### src/rtl/mult_issue_ctrl.sv
// Issue controller for one shared pipelined 64x64 multiplier: round-robin issue from two
// requesters, tag tracking alongside the multiplier pipe, credit-gated completion FIFO to the CDB.
module mult_issue_ctrl #(
    parameter int NUM_STAGES = 4,
    parameter int TAG_W      = 6,
    parameter int FIFO_DEPTH = 4
) (
    input  logic             clock,
    input  logic             reset,
    input  logic             req0_valid,
    input  logic [63:0]      req0_mplier,
    input  logic [63:0]      req0_mcand,
    input  logic [TAG_W-1:0] req0_tag,
    output logic             req0_ready,
    input  logic             req1_valid,
    input  logic [63:0]      req1_mplier,
    input  logic [63:0]      req1_mcand,
    input  logic [TAG_W-1:0] req1_tag,
    output logic             req1_ready,
    input  logic             flush,
    output logic             mul_start,
    output logic [63:0]      mul_mplier,
    output logic [63:0]      mul_mcand,
    input  logic             mul_done,
    input  logic [63:0]      mul_product,
    output logic             cdb_valid,
    output logic [TAG_W-1:0] cdb_tag,
    output logic [63:0]      cdb_value,
    input  logic             cdb_grant,
    output logic             busy,
    output logic             seq_err
);

    localparam int               CNT_W     = $clog2(FIFO_DEPTH) + 1;
    localparam logic [CNT_W-1:0] DEPTH_CNT = CNT_W'(FIFO_DEPTH);
    localparam logic [CNT_W:0]   DEPTH_CRD = (CNT_W + 1)'(FIFO_DEPTH);
    localparam logic [CNT_W-1:0] CNT_ONE   = CNT_W'(1'b1);

    // arbitration / issue
    logic             rr_ptr_r;
    logic             rr_ptr_n_s;
    logic [CNT_W:0]   used_s;
    logic             can_accept_s;
    logic             grant0_s;
    logic             grant1_s;
    logic             accept_s;
    logic [63:0]      sel_mplier_s;
    logic [63:0]      sel_mcand_s;
    logic [TAG_W-1:0] sel_tag_s;
    logic             mul_start_r;
    logic [63:0]      mul_mplier_r;
    logic [63:0]      mul_mcand_r;

    // tag pipe: kill marks an op squashed by flush whose result is still owed by the multiplier
    logic [NUM_STAGES:0] pipe_vld_r;
    logic [NUM_STAGES:0] pipe_kill_r;
    logic [TAG_W-1:0]    pipe_tag_r [NUM_STAGES+1];
    logic                head_vld_s;
    logic                head_occ_s;
    logic                complete_s;

    // completion FIFO (entry 0 is the head and drives the CDB directly)
    logic [TAG_W-1:0] fifo_tag_r   [FIFO_DEPTH];
    logic [63:0]      fifo_val_r   [FIFO_DEPTH];
    logic [TAG_W-1:0] fifo_tag_n_s [FIFO_DEPTH];
    logic [63:0]      fifo_val_n_s [FIFO_DEPTH];
    logic [CNT_W-1:0] fifo_cnt_r;
    logic [CNT_W-1:0] fifo_cnt_n_s;
    logic [CNT_W-1:0] wr_idx_s;
    logic             enq_s;
    logic             deq_s;
    logic             full_s;
    logic             overflow_s;

    // status
    logic [CNT_W-1:0] inflight_r;
    logic [CNT_W-1:0] inflight_n_s;
    logic             cdb_valid_r;
    logic             busy_r;
    logic             seq_err_r;
    logic             seq_bad_s;

    assign used_s       = {1'b0, fifo_cnt_r} + {1'b0, inflight_r};
    assign can_accept_s = (used_s < DEPTH_CRD) && !flush;
    assign accept_s     = grant0_s | grant1_s;

    // Round-robin grant between the two requesters, gated by available credit
    always_comb begin
        grant0_s = 1'b0;
        grant1_s = 1'b0;
        if (can_accept_s) begin
            if (req0_valid && req1_valid) begin
                grant0_s = ~rr_ptr_r;
                grant1_s = rr_ptr_r;
            end else begin
                grant0_s = req0_valid;
                grant1_s = req1_valid;
            end
        end else begin
            grant0_s = 1'b0;
            grant1_s = 1'b0;
        end
    end

    // Operand/tag mux for the winning requester
    always_comb begin
        sel_mplier_s = req0_mplier;
        sel_mcand_s  = req0_mcand;
        sel_tag_s    = req0_tag;
        if (grant1_s) begin
            sel_mplier_s = req1_mplier;
            sel_mcand_s  = req1_mcand;
            sel_tag_s    = req1_tag;
        end else begin
            sel_mplier_s = req0_mplier;
            sel_mcand_s  = req0_mcand;
            sel_tag_s    = req0_tag;
        end
    end

    // Priority passes to the other requester after any grant
    always_comb begin
        rr_ptr_n_s = rr_ptr_r;
        if (grant0_s) begin
            rr_ptr_n_s = 1'b1;
        end else if (grant1_s) begin
            rr_ptr_n_s = 1'b0;
        end else begin
            rr_ptr_n_s = rr_ptr_r;
        end
    end

    // Issue register toward the multiplier; operands hold when idle
    always_ff @(posedge clock or negedge reset) begin
        if (!reset) begin
            rr_ptr_r     <= 1'b0;
            mul_start_r  <= 1'b0;
            mul_mplier_r <= 64'd0;
            mul_mcand_r  <= 64'd0;
        end else begin
            rr_ptr_r    <= rr_ptr_n_s;
            mul_start_r <= accept_s;
            if (accept_s) begin
                mul_mplier_r <= sel_mplier_s;
                mul_mcand_r  <= sel_mcand_s;
            end else begin
                mul_mplier_r <= mul_mplier_r;
                mul_mcand_r  <= mul_mcand_r;
            end
        end
    end

    // Tag pipe: entry 0 coincides with mul_start, entry NUM_STAGES with the matching mul_done
    always_ff @(posedge clock or negedge reset) begin
        if (!reset) begin
            pipe_vld_r  <= '0;
            pipe_kill_r <= '0;
            for (int i = 0; i <= NUM_STAGES; i++) begin
                pipe_tag_r[i] <= '0;
            end
        end else begin
            pipe_vld_r[0]  <= accept_s;
            pipe_kill_r[0] <= 1'b0;
            pipe_tag_r[0]  <= sel_tag_s;
            for (int i = 1; i <= NUM_STAGES; i++) begin
                pipe_tag_r[i] <= pipe_tag_r[i-1];
                if (flush) begin
                    pipe_vld_r[i]  <= 1'b0;
                    pipe_kill_r[i] <= pipe_vld_r[i-1] | pipe_kill_r[i-1];
                end else begin
                    pipe_vld_r[i]  <= pipe_vld_r[i-1];
                    pipe_kill_r[i] <= pipe_kill_r[i-1];
                end
            end
        end
    end

    assign head_vld_s = pipe_vld_r[NUM_STAGES];
    assign head_occ_s = pipe_vld_r[NUM_STAGES] | pipe_kill_r[NUM_STAGES];
    assign complete_s = head_vld_s & mul_done;
    assign enq_s      = complete_s & ~flush;
    assign deq_s      = cdb_valid_r & cdb_grant;
    assign full_s     = (fifo_cnt_r == DEPTH_CNT);
    assign overflow_s = enq_s & full_s & ~deq_s;
    assign seq_bad_s  = (head_occ_s ^ mul_done) | overflow_s;
    assign wr_idx_s   = deq_s ? (fifo_cnt_r - CNT_ONE) : fifo_cnt_r;

    // Shifting FIFO next state: pop shifts toward the head, push lands behind the survivors
    always_comb begin
        fifo_tag_n_s = fifo_tag_r;
        fifo_val_n_s = fifo_val_r;
        fifo_cnt_n_s = fifo_cnt_r;
        if (flush) begin
            fifo_cnt_n_s = '0;
        end else begin
            if (deq_s) begin
                for (int i = 0; i < FIFO_DEPTH - 1; i++) begin
                    fifo_tag_n_s[i] = fifo_tag_r[i+1];
                    fifo_val_n_s[i] = fifo_val_r[i+1];
                end
                fifo_cnt_n_s = wr_idx_s;
            end else begin
                fifo_cnt_n_s = fifo_cnt_r;
            end
            if (enq_s && !overflow_s) begin
                for (int i = 0; i < FIFO_DEPTH; i++) begin
                    if (CNT_W'(i) == wr_idx_s) begin
                        fifo_tag_n_s[i] = pipe_tag_r[NUM_STAGES];
                        fifo_val_n_s[i] = mul_product;
                    end else begin
                        fifo_tag_n_s[i] = fifo_tag_n_s[i];
                        fifo_val_n_s[i] = fifo_val_n_s[i];
                    end
                end
                fifo_cnt_n_s = wr_idx_s + CNT_ONE;
            end else begin
                fifo_cnt_n_s = fifo_cnt_n_s;
            end
        end
    end

    // Ops accepted but not yet returned by the multiplier
    always_comb begin
        inflight_n_s = inflight_r;
        if (flush) begin
            inflight_n_s = '0;
        end else begin
            case ({accept_s, complete_s})
                2'b10:   inflight_n_s = inflight_r + CNT_ONE;
                2'b01:   inflight_n_s = inflight_r - CNT_ONE;
                default: inflight_n_s = inflight_r;
            endcase
        end
    end

    // FIFO storage, counters and registered status outputs
    always_ff @(posedge clock or negedge reset) begin
        if (!reset) begin
            for (int i = 0; i < FIFO_DEPTH; i++) begin
                fifo_tag_r[i] <= '0;
                fifo_val_r[i] <= 64'd0;
            end
            fifo_cnt_r  <= '0;
            inflight_r  <= '0;
            cdb_valid_r <= 1'b0;
            busy_r      <= 1'b0;
            seq_err_r   <= 1'b0;
        end else begin
            fifo_tag_r  <= fifo_tag_n_s;
            fifo_val_r  <= fifo_val_n_s;
            fifo_cnt_r  <= fifo_cnt_n_s;
            inflight_r  <= inflight_n_s;
            cdb_valid_r <= (fifo_cnt_n_s != '0);
            busy_r      <= (inflight_n_s != '0) || (fifo_cnt_n_s != '0) || accept_s;
            seq_err_r   <= seq_err_r | seq_bad_s;
        end
    end

    assign req0_ready = grant0_s;
    assign req1_ready = grant1_s;
    assign mul_start  = mul_start_r;
    assign mul_mplier = mul_mplier_r;
    assign mul_mcand  = mul_mcand_r;
    assign cdb_valid  = cdb_valid_r;
    assign cdb_tag    = fifo_tag_r[0];
    assign cdb_value  = fifo_val_r[0];
    assign busy       = busy_r;
    assign seq_err    = seq_err_r;

endmodule

### config.mk
export PLATFORM = sky130hd
export DESIGN_NAME = mult_issue_ctrl
export DESIGN_NICKNAME = d
export VERILOG_FILES = /design/src/rtl/mult_issue_ctrl.sv
export SDC_FILE = /design/constraint.sdc
export NUM_CORES = 1
export LEC_CHECK = 0
export ABC_CLOCK_PERIOD_IN_PS = 5900
export CAP_MARGIN = 20
export CORE_AREA = 2 2 214 216
export CTS_BUF_LIST = sky130_fd_sc_hd__clkbuf_8 sky130_fd_sc_hd__clkbuf_16
export CTS_CLUSTER_SIZE = 30
export DETAILED_ROUTE_END_ITERATION = 8
export DIE_AREA = 0 0 216 218
export PLACE_DENSITY = 0.73
export SLEW_MARGIN = 0
export SYNTH_ARGS = -nofsm -noshare
export SYNTH_HDL_FRONTEND = slang
export SYNTH_SLANG_ARGS = --single-unit
### constraint.sdc
create_clock -name clock -period 5.9 [get_ports clock]
set_input_delay 1.18 -clock clock [delete_from_list [all_inputs] [get_ports clock]]
set_output_delay 1.18 -clock clock [all_outputs]
set_load 0.005 [all_outputs]
==> reports/metrics.cfg <==
[critical_path]
cpMaxStageDelayCell = or4_4
crit_top_cell = clkdlybuf4s50_1
rrSetupSlack_ns = 2.39
r2r_start = fifo_cnt_r[2]$_DFF_PN0_
worst-setup-path-type = input pin to primary output
arrival_ns = 3.21
reg2reg_depth = 10
path_buf_inv = 3
crit_family = buffers and inverters
startpoint_type = input pin
path_cells = clkdlybuf4s50_1, or4_4, a31oi_4, nand3_4, inv_1, clkdlybuf4s50_1
max_stage_delay_ns = 0.57
crit_fanout = 3
required_ns = 4.72
endpoint_kind = primary output
r2r_end = busy$_DFF_PN0_

[global_routing]
grt_use_total_pct = 28.42
use_met3_pct = 7.880
grt_max_degree = 122
top_usage_layer = met2
globalRouteMet2Util_pct = 46.52
grt_pass1_wl_um = 100300
use_met1_pct = 36.19
antenna_found_initial = 18
grt_pass1_vias = 15570
overflow = 0

[sta]
post-route-period-util_pct = 74.38
clock-skew-final_ns = 0.02038
rsz0062_at_grt = no
setup_viol = 0
hold_viol = 0
whs_ns = 0.3459
relSlewSlack_pct = 32.78
layout_setup_ws_ns = 1.511
fmax_ghz = 0.2279
worstMarginPinSlew_ns = 1.008
period_needed_ns = 4.389
totalNegativeSetupSlack_ns = 0
maxSlewViolCount = 0

[power_and_ir_drop]
seqPwrFrac_pct = 40.7
comb_power_share_pct = 25.0
intPower_mw = 7.090
p_leak_nw = 12.04
power_density_nw_per_um2 = 375.7
switching_share_pct = 28.66
power_mw = 9.938
power.switching_mw = 2.848
clkPwrFrac_pct = 34.3
vdd_drop_max_uv = 280.7

[floorplan]
dieHeight_um = 218
fp.dieArea_um2 = 47090
fp.dieW_um = 216
initial_core_util_pct = 42.85
core_um2 = 44890
rows = 78
pin_count = 543

[synth]
synthDistinctLibCells = 41
async_flop_share_pct = 100.0
ys_seq_area_share_pct = 59.45
synth_top_flop_cell = dfrtp_1
yosys.area.top_type_share_pct = 59.45
synth-seq-cells = 457
synthesis.area_um2 = 19240
avgSynthCellArea_um2 = 11.93
synth_top_area_cell = dfrtp_1
syn_nets = 1963
synth_edf_count = 0
synthCells = 1613
ys_top_cells_by_area = dfrtp_1 (59%), a221o_1 (11%), nor2b_1 (7.0%)
yosys_warnings = 0

[placed_design]
portBuffers = 542
numPlacedInstances = 2585
place.gp.congestion = 0.9115
dpl_cell_area_um2 = 24600
pre_cts_ws_ns = 1.345
post-dp-hpwl_um = 45550

[detailed_routing]
first_iter_violations = 1424
vias = 15250
wl_per_cell_um = 25.23
vias_per_cell = 5.666
drt_first_pass_iters = 5
wl_um = 67910
postRouteAntennaNets = 0
drc = 0

[clock_network]
h-tree-depth = 2
cts_tree = done
clkTransAtPathRegs_ns = 0.06
cts_setup_buffers = 0
clk_latency_ns = 0.59
cts.path.max_buffers = 3
clock_sinks = 457
hold_buffers = 0
cts_root_buf = clkbuf_16
cts-resized-gates = 0
cts-buffers-inserted = 50

[min_path]
hold_path_end = pipe_tag_r[15]$_DFF_PN0_
min_from = pipe_tag_r[21]$_DFF_PN0_
holdPathStages = 0
hold_class = flop to flop

[outcome]
status = finished, final reports clean

[cells_and_area]
stdcell_area_um2 = 26450
final_layout_size_suffix_gt1_share_pct = 9.524
fill_cells = 3639
final_cells = 2691
syn2layout_area_growth_pct = 37.50
final_core_util_pct = 58.92
fin_nets = 2387

[run]
max_cap_violations = 0

[placed cells by master (no fill, tap or decap), types with 12 or more instances in the layout]
master           count
a221o_1            210
buf_4               13
clkbuf_16           51
clkbuf_8            13
clkdlybuf4s50_1    541
dfrtp_1            457
diode_2             12
inv_1               18
mux2_2              70
nor2_1             263
nor2b_1            214
o22ai_1            128
[Yosys cell counts, drive strengths merged (2+ instances only)]
master / count
a21o: 3
a21oi: 9
a221o: 210
a31oi: 2
and2: 5
buf: 133
clkbuf: 56
dfrtp: 457
ha: 10
inv: 9
mux2: 76
mux2i: 2
nand2: 8
nand3: 4
nor2: 263
nor2b: 214
nor3: 3
o21ai: 3
o22ai: 128
or4: 2
xnor2: 4
[per-layer routing]
metal,part of all wire [%],routed length (µm)
met4,3.1,2101
met5,0.019,13
met3,8.5,5785
met1,40,26870
met2,49,33130
[cell families after synthesis]
logic type      synth area share (%)
flops                          59.45
compound gates                 15.88
simple gates                   12.91
fa+ha+maj                     0.7545
mux                            4.670
buf+inv                        6.107
xor+xnor                      0.2276
[layout make-up]
class,count,area [µm²],share of cell area (%)
inverters,9,36.28,0.1372
clock buffers,64,1455,5.501
flip-flops and latches,457,11440,43.23
multi-input cells,958,6726,25.43
repair buffers,561,5648,21.35
diodes,12,30.03,0.1135
clock inverters,30,369.1,1.395
well taps,600,750.7,2.838
[power groups by stage]
stage	sequential, mW	clock (mW)	combinational [mW]
finish	4.04	3.41	2.48
global route	4.09	3.61	2.67
CTS	4.04	3.48	2.49
detailed placement	4.07	0	2.47
global placement	4.07	0	2.44
floorplan	3.98	0	0.989
[worst reg2reg max path, delay by kind of cell (launching register included)]
family | cells | cell delay (ns)
flops | 1 | 0.44
fa+ha+maj | 3 | 0.96
compound gates | 4 | 0.80
simple gates | 2 | 1.01
xor+xnor | 1 | 0.15
[worst max path at each step]
stage,from,to,depth (start not counted)
after CTS,flush,req1_ready,6
after global routing,flush,req1_ready,6
after global placement,flush,busy$_DFF_PN0_,10
after floorplan,flush,req1_ready,7
final,flush,req1_ready,6
after detailed placement,flush,busy$_DFF_PN0_,10
[sequential cells by signal (all words and copies together) (netlist names)]
signal	flops
fifo_cnt_r	3
mul_mcand	64
rr_ptr_r	1
pipe_kill_r	4
pipe_tag_r	30
cdb_tag	6
cdb_valid	1
seq_err	1
inflight_r	3
busy	1
pipe_vld_r	5
mul_mplier	64
fifo_val_r	192
cdb_value	64
fifo_tag_r	18
Note: power is estimated with default switching activity, not from simulation.
